===== config.mk =====
export PLATFORM = sky130hd
export DESIGN_NAME = pipe_hazard_ctrl_flat
export DESIGN_NICKNAME = d
export VERILOG_FILES = /design/src/rtl/pipe_hazard_ctrl_if.sv /design/src/rtl/pipe_hazard_ctrl.sv /design/src/flat_wrapper.sv
export SDC_FILE = /design/constraint.sdc
export NUM_CORES = 1
export LEC_CHECK = 0
export CAP_MARGIN = 5
export CORE_ASPECT_RATIO = 0.8
export CORE_MARGIN = 4
export CORE_UTILIZATION = 35
export CTS_CLUSTER_DIAMETER = 200
export DETAILED_ROUTE_END_ITERATION = 12
export GPL_ROUTABILITY_DRIVEN = 0
export PLACE_DENSITY_LB_ADDON = 0.1
export SYNTH_ARGS = -nofsm -noshare
export SYNTH_HDL_FRONTEND = slang
export SYNTH_SLANG_ARGS = --single-unit

===== constraint.sdc =====
create_clock -name clk -period 5.7 [get_ports clk]
set_input_delay 1.71 -clock clk [delete_from_list [all_inputs] [get_ports clk]]
set_output_delay 1.71 -clock clk [all_outputs]
set_load 0.1 [all_outputs]

===== src/rtl/pipe_hazard_ctrl_if.sv =====
// ============================================================================
// pipe_hazard_ctrl_if : ID/EXE/MEM hazard-control bundle.
// Rev 1.0
// ============================================================================
`default_nettype none

interface pipe_hazard_ctrl_if;
  logic [4:0]  id_rs_addr;
  logic [4:0]  id_rt_addr;
  logic        id_rs_used;
  logic        id_rt_used;
  logic        id_is_mdu;
  logic        id_mdu_div;
  logic        id_reads_hilo;
  logic        exe_rf_we;
  logic [4:0]  exe_rf_waddr;
  logic [1:0]  exe_rf_data_sel;
  logic        mem_rf_we;
  logic [4:0]  mem_rf_waddr;
  logic        pc_we;
  logic        ii_we;
  logic        ie_we;
  logic        ie_bubble;
  logic [1:0]  fwd_rs_sel;
  logic [1:0]  fwd_rt_sel;
  logic        mdu_start;
  logic        mdu_busy;
  logic [15:0] stall_cnt;

  modport master (
    output id_rs_addr, id_rt_addr, id_rs_used, id_rt_used,
    output id_is_mdu, id_mdu_div, id_reads_hilo,
    output exe_rf_we, exe_rf_waddr, exe_rf_data_sel,
    output mem_rf_we, mem_rf_waddr,
    input  pc_we, ii_we, ie_we, ie_bubble,
    input  fwd_rs_sel, fwd_rt_sel, mdu_start, mdu_busy, stall_cnt
  );

  modport slave (
    input  id_rs_addr, id_rt_addr, id_rs_used, id_rt_used,
    input  id_is_mdu, id_mdu_div, id_reads_hilo,
    input  exe_rf_we, exe_rf_waddr, exe_rf_data_sel,
    input  mem_rf_we, mem_rf_waddr,
    output pc_we, ii_we, ie_we, ie_bubble,
    output fwd_rs_sel, fwd_rt_sel, mdu_start, mdu_busy, stall_cnt
  );
endinterface

`default_nettype wire


===== src/rtl/pipe_hazard_ctrl.sv =====
// ============================================================================
// pipe_hazard_ctrl : load-use/MDU stall, operand forwarding, MDU sequencing.
// Rev 1.0
// ============================================================================
`default_nettype none

module pipe_hazard_ctrl #(
  parameter int MUL_CYCLES = 4,
  parameter int DIV_CYCLES = 32
) (
  input  logic                 clk,
  input  logic                 reset,
  pipe_hazard_ctrl_if.slave    hz
);

  localparam int MAX_CYCLES = (MUL_CYCLES > DIV_CYCLES) ? MUL_CYCLES : DIV_CYCLES;
  localparam int CNT_W      = (MAX_CYCLES > 1) ? $clog2(MAX_CYCLES) : 1;

  localparam logic [CNT_W-1:0] MUL_LOAD = CNT_W'(MUL_CYCLES - 1);
  localparam logic [CNT_W-1:0] DIV_LOAD = CNT_W'(DIV_CYCLES - 1);

  localparam logic [0:0] ST_IDLE = 1'b0;
  localparam logic [0:0] ST_BUSY = 1'b1;

  logic [0:0]       state_q, state_d;
  logic [CNT_W-1:0] cnt_q, cnt_d;
  logic [15:0]      stall_cnt_q, stall_cnt_d;

  logic load_use;
  logic mdu_hold;
  logic stall;
  logic mdu_busy;
  logic mdu_start;

  function automatic logic [1:0] fwd_sel(
    input logic [4:0] src,
    input logic       exe_we,
    input logic [4:0] exe_waddr,
    input logic [1:0] exe_dsel,
    input logic       mem_we,
    input logic [4:0] mem_waddr
  );
    logic [1:0] sel;
    sel = 2'b00;
    // A load in EXE has no data yet; it is covered by the load-use stall instead.
    if (src != 5'd0 && exe_we && exe_waddr == src && exe_dsel != 2'b01)
      sel = 2'b01;
    else if (src != 5'd0 && mem_we && mem_waddr == src)
      sel = 2'b10;
    return sel;
  endfunction

  always_comb begin
    load_use = hz.exe_rf_we && (hz.exe_rf_data_sel == 2'b01) && (hz.exe_rf_waddr != 5'd0) &&
               ((hz.id_rs_used && hz.id_rs_addr == hz.exe_rf_waddr) ||
                (hz.id_rt_used && hz.id_rt_addr == hz.exe_rf_waddr));
    mdu_busy  = (state_q == ST_BUSY);
    mdu_hold  = mdu_busy && (hz.id_is_mdu || hz.id_reads_hilo);
    stall     = load_use || mdu_hold;
    mdu_start = (state_q == ST_IDLE) && hz.id_is_mdu && !stall;
  end

  always_comb begin
    state_d = state_q;
    cnt_d   = cnt_q;
    case (state_q)
      ST_IDLE: begin
        if (mdu_start) begin
          state_d = ST_BUSY;
          cnt_d   = hz.id_mdu_div ? DIV_LOAD : MUL_LOAD;
        end
      end
      ST_BUSY: begin
        if (cnt_q == '0) state_d = ST_IDLE;
        else             cnt_d   = cnt_q - 1'b1;
      end
      default: begin
        state_d = ST_IDLE;
        cnt_d   = '0;
      end
    endcase
  end

  always_comb begin
    stall_cnt_d = stall_cnt_q;
    if (stall && stall_cnt_q != 16'hFFFF)
      stall_cnt_d = stall_cnt_q + 16'd1;
  end

  always_ff @(posedge clk) begin
    if (reset) begin
      state_q     <= ST_IDLE;
      cnt_q       <= '0;
      stall_cnt_q <= '0;
    end else begin
      state_q     <= state_d;
      cnt_q       <= cnt_d;
      stall_cnt_q <= stall_cnt_d;
    end
  end

  assign hz.pc_we      = !stall;
  assign hz.ii_we      = !stall;
  assign hz.ie_we      = 1'b1;
  assign hz.ie_bubble  = stall;
  assign hz.fwd_rs_sel = fwd_sel(hz.id_rs_addr, hz.exe_rf_we, hz.exe_rf_waddr,
                                 hz.exe_rf_data_sel, hz.mem_rf_we, hz.mem_rf_waddr);
  assign hz.fwd_rt_sel = fwd_sel(hz.id_rt_addr, hz.exe_rf_we, hz.exe_rf_waddr,
                                 hz.exe_rf_data_sel, hz.mem_rf_we, hz.mem_rf_waddr);
  assign hz.mdu_start  = mdu_start;
  assign hz.mdu_busy   = mdu_busy;
  assign hz.stall_cnt  = stall_cnt_q;

endmodule

`default_nettype wire


===== src/flat_wrapper.sv =====
// flat-port wrapper written by rule: the top's interface ports become plain ports
module pipe_hazard_ctrl_flat 
#(
  parameter int MUL_CYCLES = 4,
  parameter int DIV_CYCLES = 32
)
  (clk, reset, hz_id_rs_addr, hz_id_rt_addr, hz_id_rs_used, hz_id_rt_used, hz_id_is_mdu, hz_id_mdu_div, hz_id_reads_hilo, hz_exe_rf_we, hz_exe_rf_waddr, hz_exe_rf_data_sel, hz_mem_rf_we, hz_mem_rf_waddr, hz_pc_we, hz_ii_we, hz_ie_we, hz_ie_bubble, hz_fwd_rs_sel, hz_fwd_rt_sel, hz_mdu_start, hz_mdu_busy, hz_stall_cnt);
  pipe_hazard_ctrl_if hz_i ();
  input  logic clk;
  input  logic reset;
  input wire logic [$bits(hz_i.id_rs_addr)-1:0] hz_id_rs_addr;
  input wire logic [$bits(hz_i.id_rt_addr)-1:0] hz_id_rt_addr;
  input wire logic [$bits(hz_i.id_rs_used)-1:0] hz_id_rs_used;
  input wire logic [$bits(hz_i.id_rt_used)-1:0] hz_id_rt_used;
  input wire logic [$bits(hz_i.id_is_mdu)-1:0] hz_id_is_mdu;
  input wire logic [$bits(hz_i.id_mdu_div)-1:0] hz_id_mdu_div;
  input wire logic [$bits(hz_i.id_reads_hilo)-1:0] hz_id_reads_hilo;
  input wire logic [$bits(hz_i.exe_rf_we)-1:0] hz_exe_rf_we;
  input wire logic [$bits(hz_i.exe_rf_waddr)-1:0] hz_exe_rf_waddr;
  input wire logic [$bits(hz_i.exe_rf_data_sel)-1:0] hz_exe_rf_data_sel;
  input wire logic [$bits(hz_i.mem_rf_we)-1:0] hz_mem_rf_we;
  input wire logic [$bits(hz_i.mem_rf_waddr)-1:0] hz_mem_rf_waddr;
  output wire logic [$bits(hz_i.pc_we)-1:0] hz_pc_we;
  output wire logic [$bits(hz_i.ii_we)-1:0] hz_ii_we;
  output wire logic [$bits(hz_i.ie_we)-1:0] hz_ie_we;
  output wire logic [$bits(hz_i.ie_bubble)-1:0] hz_ie_bubble;
  output wire logic [$bits(hz_i.fwd_rs_sel)-1:0] hz_fwd_rs_sel;
  output wire logic [$bits(hz_i.fwd_rt_sel)-1:0] hz_fwd_rt_sel;
  output wire logic [$bits(hz_i.mdu_start)-1:0] hz_mdu_start;
  output wire logic [$bits(hz_i.mdu_busy)-1:0] hz_mdu_busy;
  output wire logic [$bits(hz_i.stall_cnt)-1:0] hz_stall_cnt;
  assign hz_i.id_rs_addr = hz_id_rs_addr;
  assign hz_i.id_rt_addr = hz_id_rt_addr;
  assign hz_i.id_rs_used = hz_id_rs_used;
  assign hz_i.id_rt_used = hz_id_rt_used;
  assign hz_i.id_is_mdu = hz_id_is_mdu;
  assign hz_i.id_mdu_div = hz_id_mdu_div;
  assign hz_i.id_reads_hilo = hz_id_reads_hilo;
  assign hz_i.exe_rf_we = hz_exe_rf_we;
  assign hz_i.exe_rf_waddr = hz_exe_rf_waddr;
  assign hz_i.exe_rf_data_sel = hz_exe_rf_data_sel;
  assign hz_i.mem_rf_we = hz_mem_rf_we;
  assign hz_i.mem_rf_waddr = hz_mem_rf_waddr;
  assign hz_pc_we = hz_i.pc_we;
  assign hz_ii_we = hz_i.ii_we;
  assign hz_ie_we = hz_i.ie_we;
  assign hz_ie_bubble = hz_i.ie_bubble;
  assign hz_fwd_rs_sel = hz_i.fwd_rs_sel;
  assign hz_fwd_rt_sel = hz_i.fwd_rt_sel;
  assign hz_mdu_start = hz_i.mdu_start;
  assign hz_mdu_busy = hz_i.mdu_busy;
  assign hz_stall_cnt = hz_i.stall_cnt;
  pipe_hazard_ctrl #(.MUL_CYCLES(MUL_CYCLES), .DIV_CYCLES(DIV_CYCLES)) u_core (.clk(clk), .reset(reset), .hz(hz_i));
endmodule

==> impl_metrics.toml, run 1 <==
[sta]
timing.fmax_mhz = 186
setup_violations = 0
hold_viol = 0
period_needed_ns = 5.39
skew_ns = 0.00246
fin_crit_sh_pct = 94.5
hold_ws_ns = 0.491
worst_slew_pin_slew_ns = 0.982
slew_violations = 0
slew_headroom_pct = 34.3
rsz0062_at_grt = "false"
worst_slack_ns = 0.314

[power_and_ir_drop]
p_leak_nw = 0.778
power_uw = 464
cellPowerDensity_mw_per_mm2 = 204
vdd_drop_max_mv = 0.106

[grt]
grt_pass1_wl_um = 6620
antenna_found_initial = 0
grt_start_max_net_pins = 27
overflow = 0
grt_pass1_vias = 1435
grt_usage_pct = 15.4

[die]
die_w_um = 81.1
num_io_pins = 57
die-area_mm2 = 0.00540
start_util_pct = 37.9
rows = 20
fp.coreArea_mm2 = 0.00395
fp.dieH_um = 66.5

[cells_and_area]
fin_nets = 275
drive_gt1_share_pct = 10.0
nFillCells = 368
area_growth_pct = 51.6
finalNonFillerCells = 295
antenna_cells = 0

[setup_path]
start_kind = "primary input"
arrival_ns = 3.68
crit_buf_inv = 3
worstPathCellList = "clkdlybuf4s50_1 > or4_1 > o2111ai_2 > and2b_1 > nor2b_4 > inv_1 > buf_12"
setup.worst_path.class = "primary input to primary output"
critPathSlowestCell = "or4_1"
cp.depth = 7
cp-end-kind = "primary output"
r2r_cells = 8
cpPeakStageDelay_ns = 0.58
rr_endpoint = "u_core.hz.stall_cnt[1]"
endpoint = "hz_ie_bubble"
crit_path_start = "hz_exe_rf_waddr[0]"
worstPathMaxFanout = 3
worstPathRequired_ns = 3.99
reg2reg_from = "u_core.hz.stall_cnt[0]"
rrSetupSlack_ns = 3.06
crit_family = "simple AND/OR/NAND/NOR gates"

[clocking]
cts_buffer_depth = 2
cts_hold_buffers = 0
tritoncts.num_buffers = 3
htree_levels = 1
post_cts_buffers = 0
insertion_delay_ns = 0.26
clkSinkCount = 22
clk_pin_slew_ns = 0.08
ctsResizeCount = 0
cts_tree = "done"
cts-root-buf = "clkbuf_8"

[placement]
port_buffers = 55
dpl.cell_count = 291
dp_hpwl_um = 3160
place_ws_ns = 0.318

[route]
avgRoutedWirePerCell_um = 13.3
wl_um = 3930
drc = 0
vias = 1514
drtIter0Drc = 92
drt-pass1-iter-count = 4
viasPerCell = 5.13
ant_nets = 0

[synth]
synth-edff-count = 0
ys_warn_count = 0
postSynthCellCount = 188
avgSynthCellArea_um2 = 7.97
synth.distinct_cells = 40
ys_seq_elements = 22
synth_nets = 222
ys_seq_area_share_pct = 29.4
yosys_most_used_dff = "dfxtp_1"
syn_area_mm2 = 0.00150
synthArstFlopShare_pct = 0

[flow_run]
maxCapViolCount = 0

[outcome]
run_status = "finished clean"

[hold_path]
min_path_type = "register to register"
==> layout by cell type (no fill, tap or decap), drive strengths merged, types with 6 or more instances in the layout <==
cell type,count
or3,12
o21ai,12
clkdlybuf4s50,47
nand2,7
buf,10
a21oi,18
nor2,14
nand3,8
nand4,7
xnor2,10
dfxtp,22
or4,6
xor2,11
inv,10
==> kinds of logic (layout without fill, tap and decap cells) <==
family | count (synthesis) | count (layout) | share of synthesized area, %
muxes | 2 | 2 | 1.67
DFF | 22 | 22 | 29.4
adders and majority gates | 3 | 3 | 2.51
and+or+nand+nor | 76 | 76 | 27.9
AOI/OAI and AO/OA | 44 | 44 | 18.6
buffers and inverters | 19 | 71 | 7.35
xor gates and xnor gates | 21 | 21 | 12.3
other | 1 | 1 | 0.250
==> worst register-to-register path: stages (launching register included) <==
cell     delay [ns]
dfxtp_1        0.42
ha_1           0.22
nand3_1        0.19
nor4_1         0.47
nor2_1         0.11
a21oi_2        0.56
buf_4          0.30
mux2i_1        0.19
nor2_1         0.05
==> state kept, by name (all words and copies together), names as in the netlist <==
signal / count
u_core.cnt_q: 5
u_core.hz.mdu_busy: 1
u_core.hz.stall_cnt: 16
==> how the worst min path moves through the flow <==
| stage | from | end | cells past startpoint |
|---|---|---|---|
| after floorplan | u_core.cnt_q[4] | u_core.cnt_q[4] | 2 |
| after global placement | u_core.cnt_q[4] | u_core.cnt_q[4] | 2 |
| after detailed placement | u_core.cnt_q[4] | u_core.cnt_q[4] | 2 |
| after CTS | u_core.cnt_q[4] | u_core.cnt_q[4] | 2 |
| after global routing | u_core.cnt_q[4] | u_core.cnt_q[4] | 2 |
| final | u_core.cnt_q[4] | u_core.cnt_q[4] | 2 |
==> where the power goes <==
part / switching (mW) / total [mW] / internal (mW)
clock: 0.0511 / 0.145 / 0.0938
sequential: 0.00752 / 0.168 / 0.161
combinational: 0.0904 / 0.151 / 0.0607
==> cell type report <==
| class | count | area (um^2) | area share, % |
|---|---|---|---|
| Clock buffer | 3 | 41.3 | 1.82 |
| Clock inverter | 1 | 30.0 | 1.32 |
| Inverter | 10 | 37.5 | 1.65 |
| Multi-Input combinational cell | 147 | 1010 | 44.4 |
| Sequential cell | 22 | 440 | 19.4 |
| Tap cell | 55 | 68.8 | 3.03 |
| Timing Repair Buffer | 57 | 646 | 28.4 |
==> Yosys cell counts (4+ instances only) <==
library cell  instances  area, um^2
dfxtp_1              22         440
a21oi_1              17        85.1
nor2_1               14        52.6
or3_1                12        75.1
xor2_1               11        96.3
inv_1                10        37.5
o21ai_1              10        50.1
xnor2_1              10        87.6
nand3_1               8        40.0
nand2_1               7        26.3
nand4_1               7        43.8
or4_1                 6        45.0
nor2b_1               5        31.3
nor3_1                5        25.0
nor4_1                4        25.0
o31ai_1               4        30.0
==> routing by layer <==
metal  share of wire (%)  GRT usage [%]  wire length [um]  up-vias
met5                   0              0                 0        -
met2                  44           24.1              1750       48
met1                  49           21.7              1920      676
met4                0.71           1.69                28        0
met3                 6.1           4.32               238        4
li1                    -              -                 -      786
==> metrics by stage <==
stage,area [um^2],TNS (ns),utilization (%)
5_1_grt,2270,0,57.4
2_1_floorplan,1560,-0.0365,-
6_report,2270,0,57.4
3_5_place_dp,2200,0,55.6
3_3_place_gp,2200,0,55.6
4_1_cts,2270,0,57.4
(Power assumes the default switching activity.)
==> inputs of run 2 (changes only) <==
- MAX_ROUTING_LAYER: default -> met4
==> impl_metrics.toml, run 2 (same netlist as run 1, synthesis figures left out) <==
[setup_path]
start_kind = "primary input"
cpPeakStageDelay_ns = 0.57
crit_buf_inv = 3
critPathSlowestCell = "or4_1"
cp.depth = 7
rrSetupSlack_ns = 3.06
worstPathMaxFanout = 3
crit_family = "simple AND/OR/NAND/NOR gates"
worstPathRequired_ns = 3.99
setup.worst_path.class = "primary input to primary output"
arrival_ns = 3.67
r2r_cells = 8
cp-end-kind = "primary output"
worstPathCellList = "clkdlybuf4s50_1 > or4_1 > o2111ai_2 > and2b_1 > nor2b_4 > inv_1 > buf_12"

[route]
drt-pass1-iter-count = 4
drtIter0Drc = 74
drc = 0
wl_um = 3950
vias = 1525
viasPerCell = 5.17
avgRoutedWirePerCell_um = 13.4
ant_nets = 0

[clocking]
clk_pin_slew_ns = 0.08
tritoncts.num_buffers = 3
cts_buffer_depth = 2
insertion_delay_ns = 0.26
htree_levels = 1
cts_hold_buffers = 0
cts_tree = "done"
post_cts_buffers = 0
ctsResizeCount = 0
clkSinkCount = 22
cts-root-buf = "clkbuf_8"

[placement]
dp_hpwl_um = 3160
port_buffers = 55
place_ws_ns = 0.318
placedInstanceArea_mm2 = 0.00220
dpl.cell_count = 291

[cells_and_area]
regArea_um2 = 440
finalNonFillerCells = 295
nFillCells = 368
postLayoutCellArea_mm2 = 0.00227
layout_common_cells = "clkdlybuf4s50_1, dfxtp_1, a21oi_1"
drive_gt1_share_pct = 10.0
fin_nets = 275
area_growth_pct = 51.6
largest_reg_flops = 16
final_common_cell = "clkdlybuf4s50_1"
multi_input_area_mm2 = 0.00101
antenna_cells = 0

[power_and_ir_drop]
p_leak_nw = 0.778
cellPowerDensity_mw_per_mm2 = 204
vdd_drop_max_mv = 0.106
clkPwrFrac_pct = 31.2
p_int_uw = 315
power_uw = 464
power_frac_seq_pct = 36.2
p_comb_share_pct = 32.6
switching_share_pct = 32.1
p_sw_uw = 149

[die]
fp.coreArea_mm2 = 0.00395
fp.dieH_um = 66.5
start_util_pct = 37.9
num_io_pins = 57
die-area_mm2 = 0.00540
rows = 20
die_w_um = 81.1

[sta]
skew_ns = 0.00282
setup_violations = 0
hold_viol = 0
final.setup.tns_ns = 0
slew_violations = 0
period_needed_ns = 5.38
timing.fmax_mhz = 186
worst_slack_ns = 0.321
slew_headroom_pct = 34.3
fin_crit_sh_pct = 94.4
worst_slew_pin_slew_ns = 0.983
rsz0062_at_grt = "false"

[grt]
grt_pass1_vias = 1437
overflow = 0
busiest_layer = "met2"
grtUsageMet1_pct = 21.9
met2_usage_pct = 24.1
use_met3_pct = 3.92
antenna_found_initial = 0
grt_pass1_wl_um = 6610
grt_start_max_net_pins = 27
grt_usage_pct = 15.8

[flow_run]
maxCapViolCount = 0

[hold_path]
min_path_type = "register to register"
whs_path_depth = 2

[outcome]
run_status = "finished clean"
[run 2: cell counts in the layout (fill, tap and decap cells not counted)]
Identical to the previous run, type by type.
[run 2: metal layers]
metal,vias to the layer above,part of all wire [%]
li1,783,-
met1,689,49
met2,51,44
met3,2,6.0
met4,0,0.58
met5,-,0
[run 2: stage by stage]
stage / hold slack (ns) / utilization (%)
5_1_grt: 0.505 / 57.4
6_report: 0.491 / 57.4
4_1_cts: 0.494 / 57.4
2_1_floorplan: 0.464 / -
3_5_place_dp: 0.479 / 55.6
3_3_place_gp: 0.490 / 55.6
[run 2: worst paths after layout]
path | start | end
worst max-delay path | hz_exe_rf_waddr[0] | hz_ie_bubble
worst min-delay path | u_core.cnt_q[4] | u_core.cnt_q[4]
worst min register to register | u_core.cnt_q[4] | u_core.cnt_q[4]
worst max register to register | u_core.hz.stall_cnt[0] | u_core.hz.stall_cnt[1]
[run 2: cell type report]
cell class,count,area share (%)
Multi-Input combinational cell,147,44.4
Inverter,10,1.65
Clock buffer,3,1.82
Tap cell,55,3.03
Clock inverter,1,1.32
Timing Repair Buffer,57,28.4
Sequential cell,22,19.4
[run 2: tightest hold or removal path, stage by stage (launching register included)]
cell and delay [ns]:
dfxtp_1 0.32, nand2b_1 0.06, o32ai_1 0.07
[run 2: power by group through the flow]
| stage | Clock [mW] | Sequential [mW] | Combinational (mW) |
|---|---|---|---|
| after floorplan | 0 | 0.183 | 0.0896 |
| after global placement | 0 | 0.171 | 0.151 |
| after detailed placement | 0 | 0.171 | 0.152 |
| after CTS | 0.147 | 0.168 | 0.152 |
| after global routing | 0.157 | 0.169 | 0.162 |
| final | 0.145 | 0.168 | 0.151 |
==> inputs of run 3 (changes only) <==
- ABC_CLOCK_PERIOD_IN_PS: default -> 5700
==> results of run 3 <==
Final layout, timing and power as in run 2 (identical DEF).
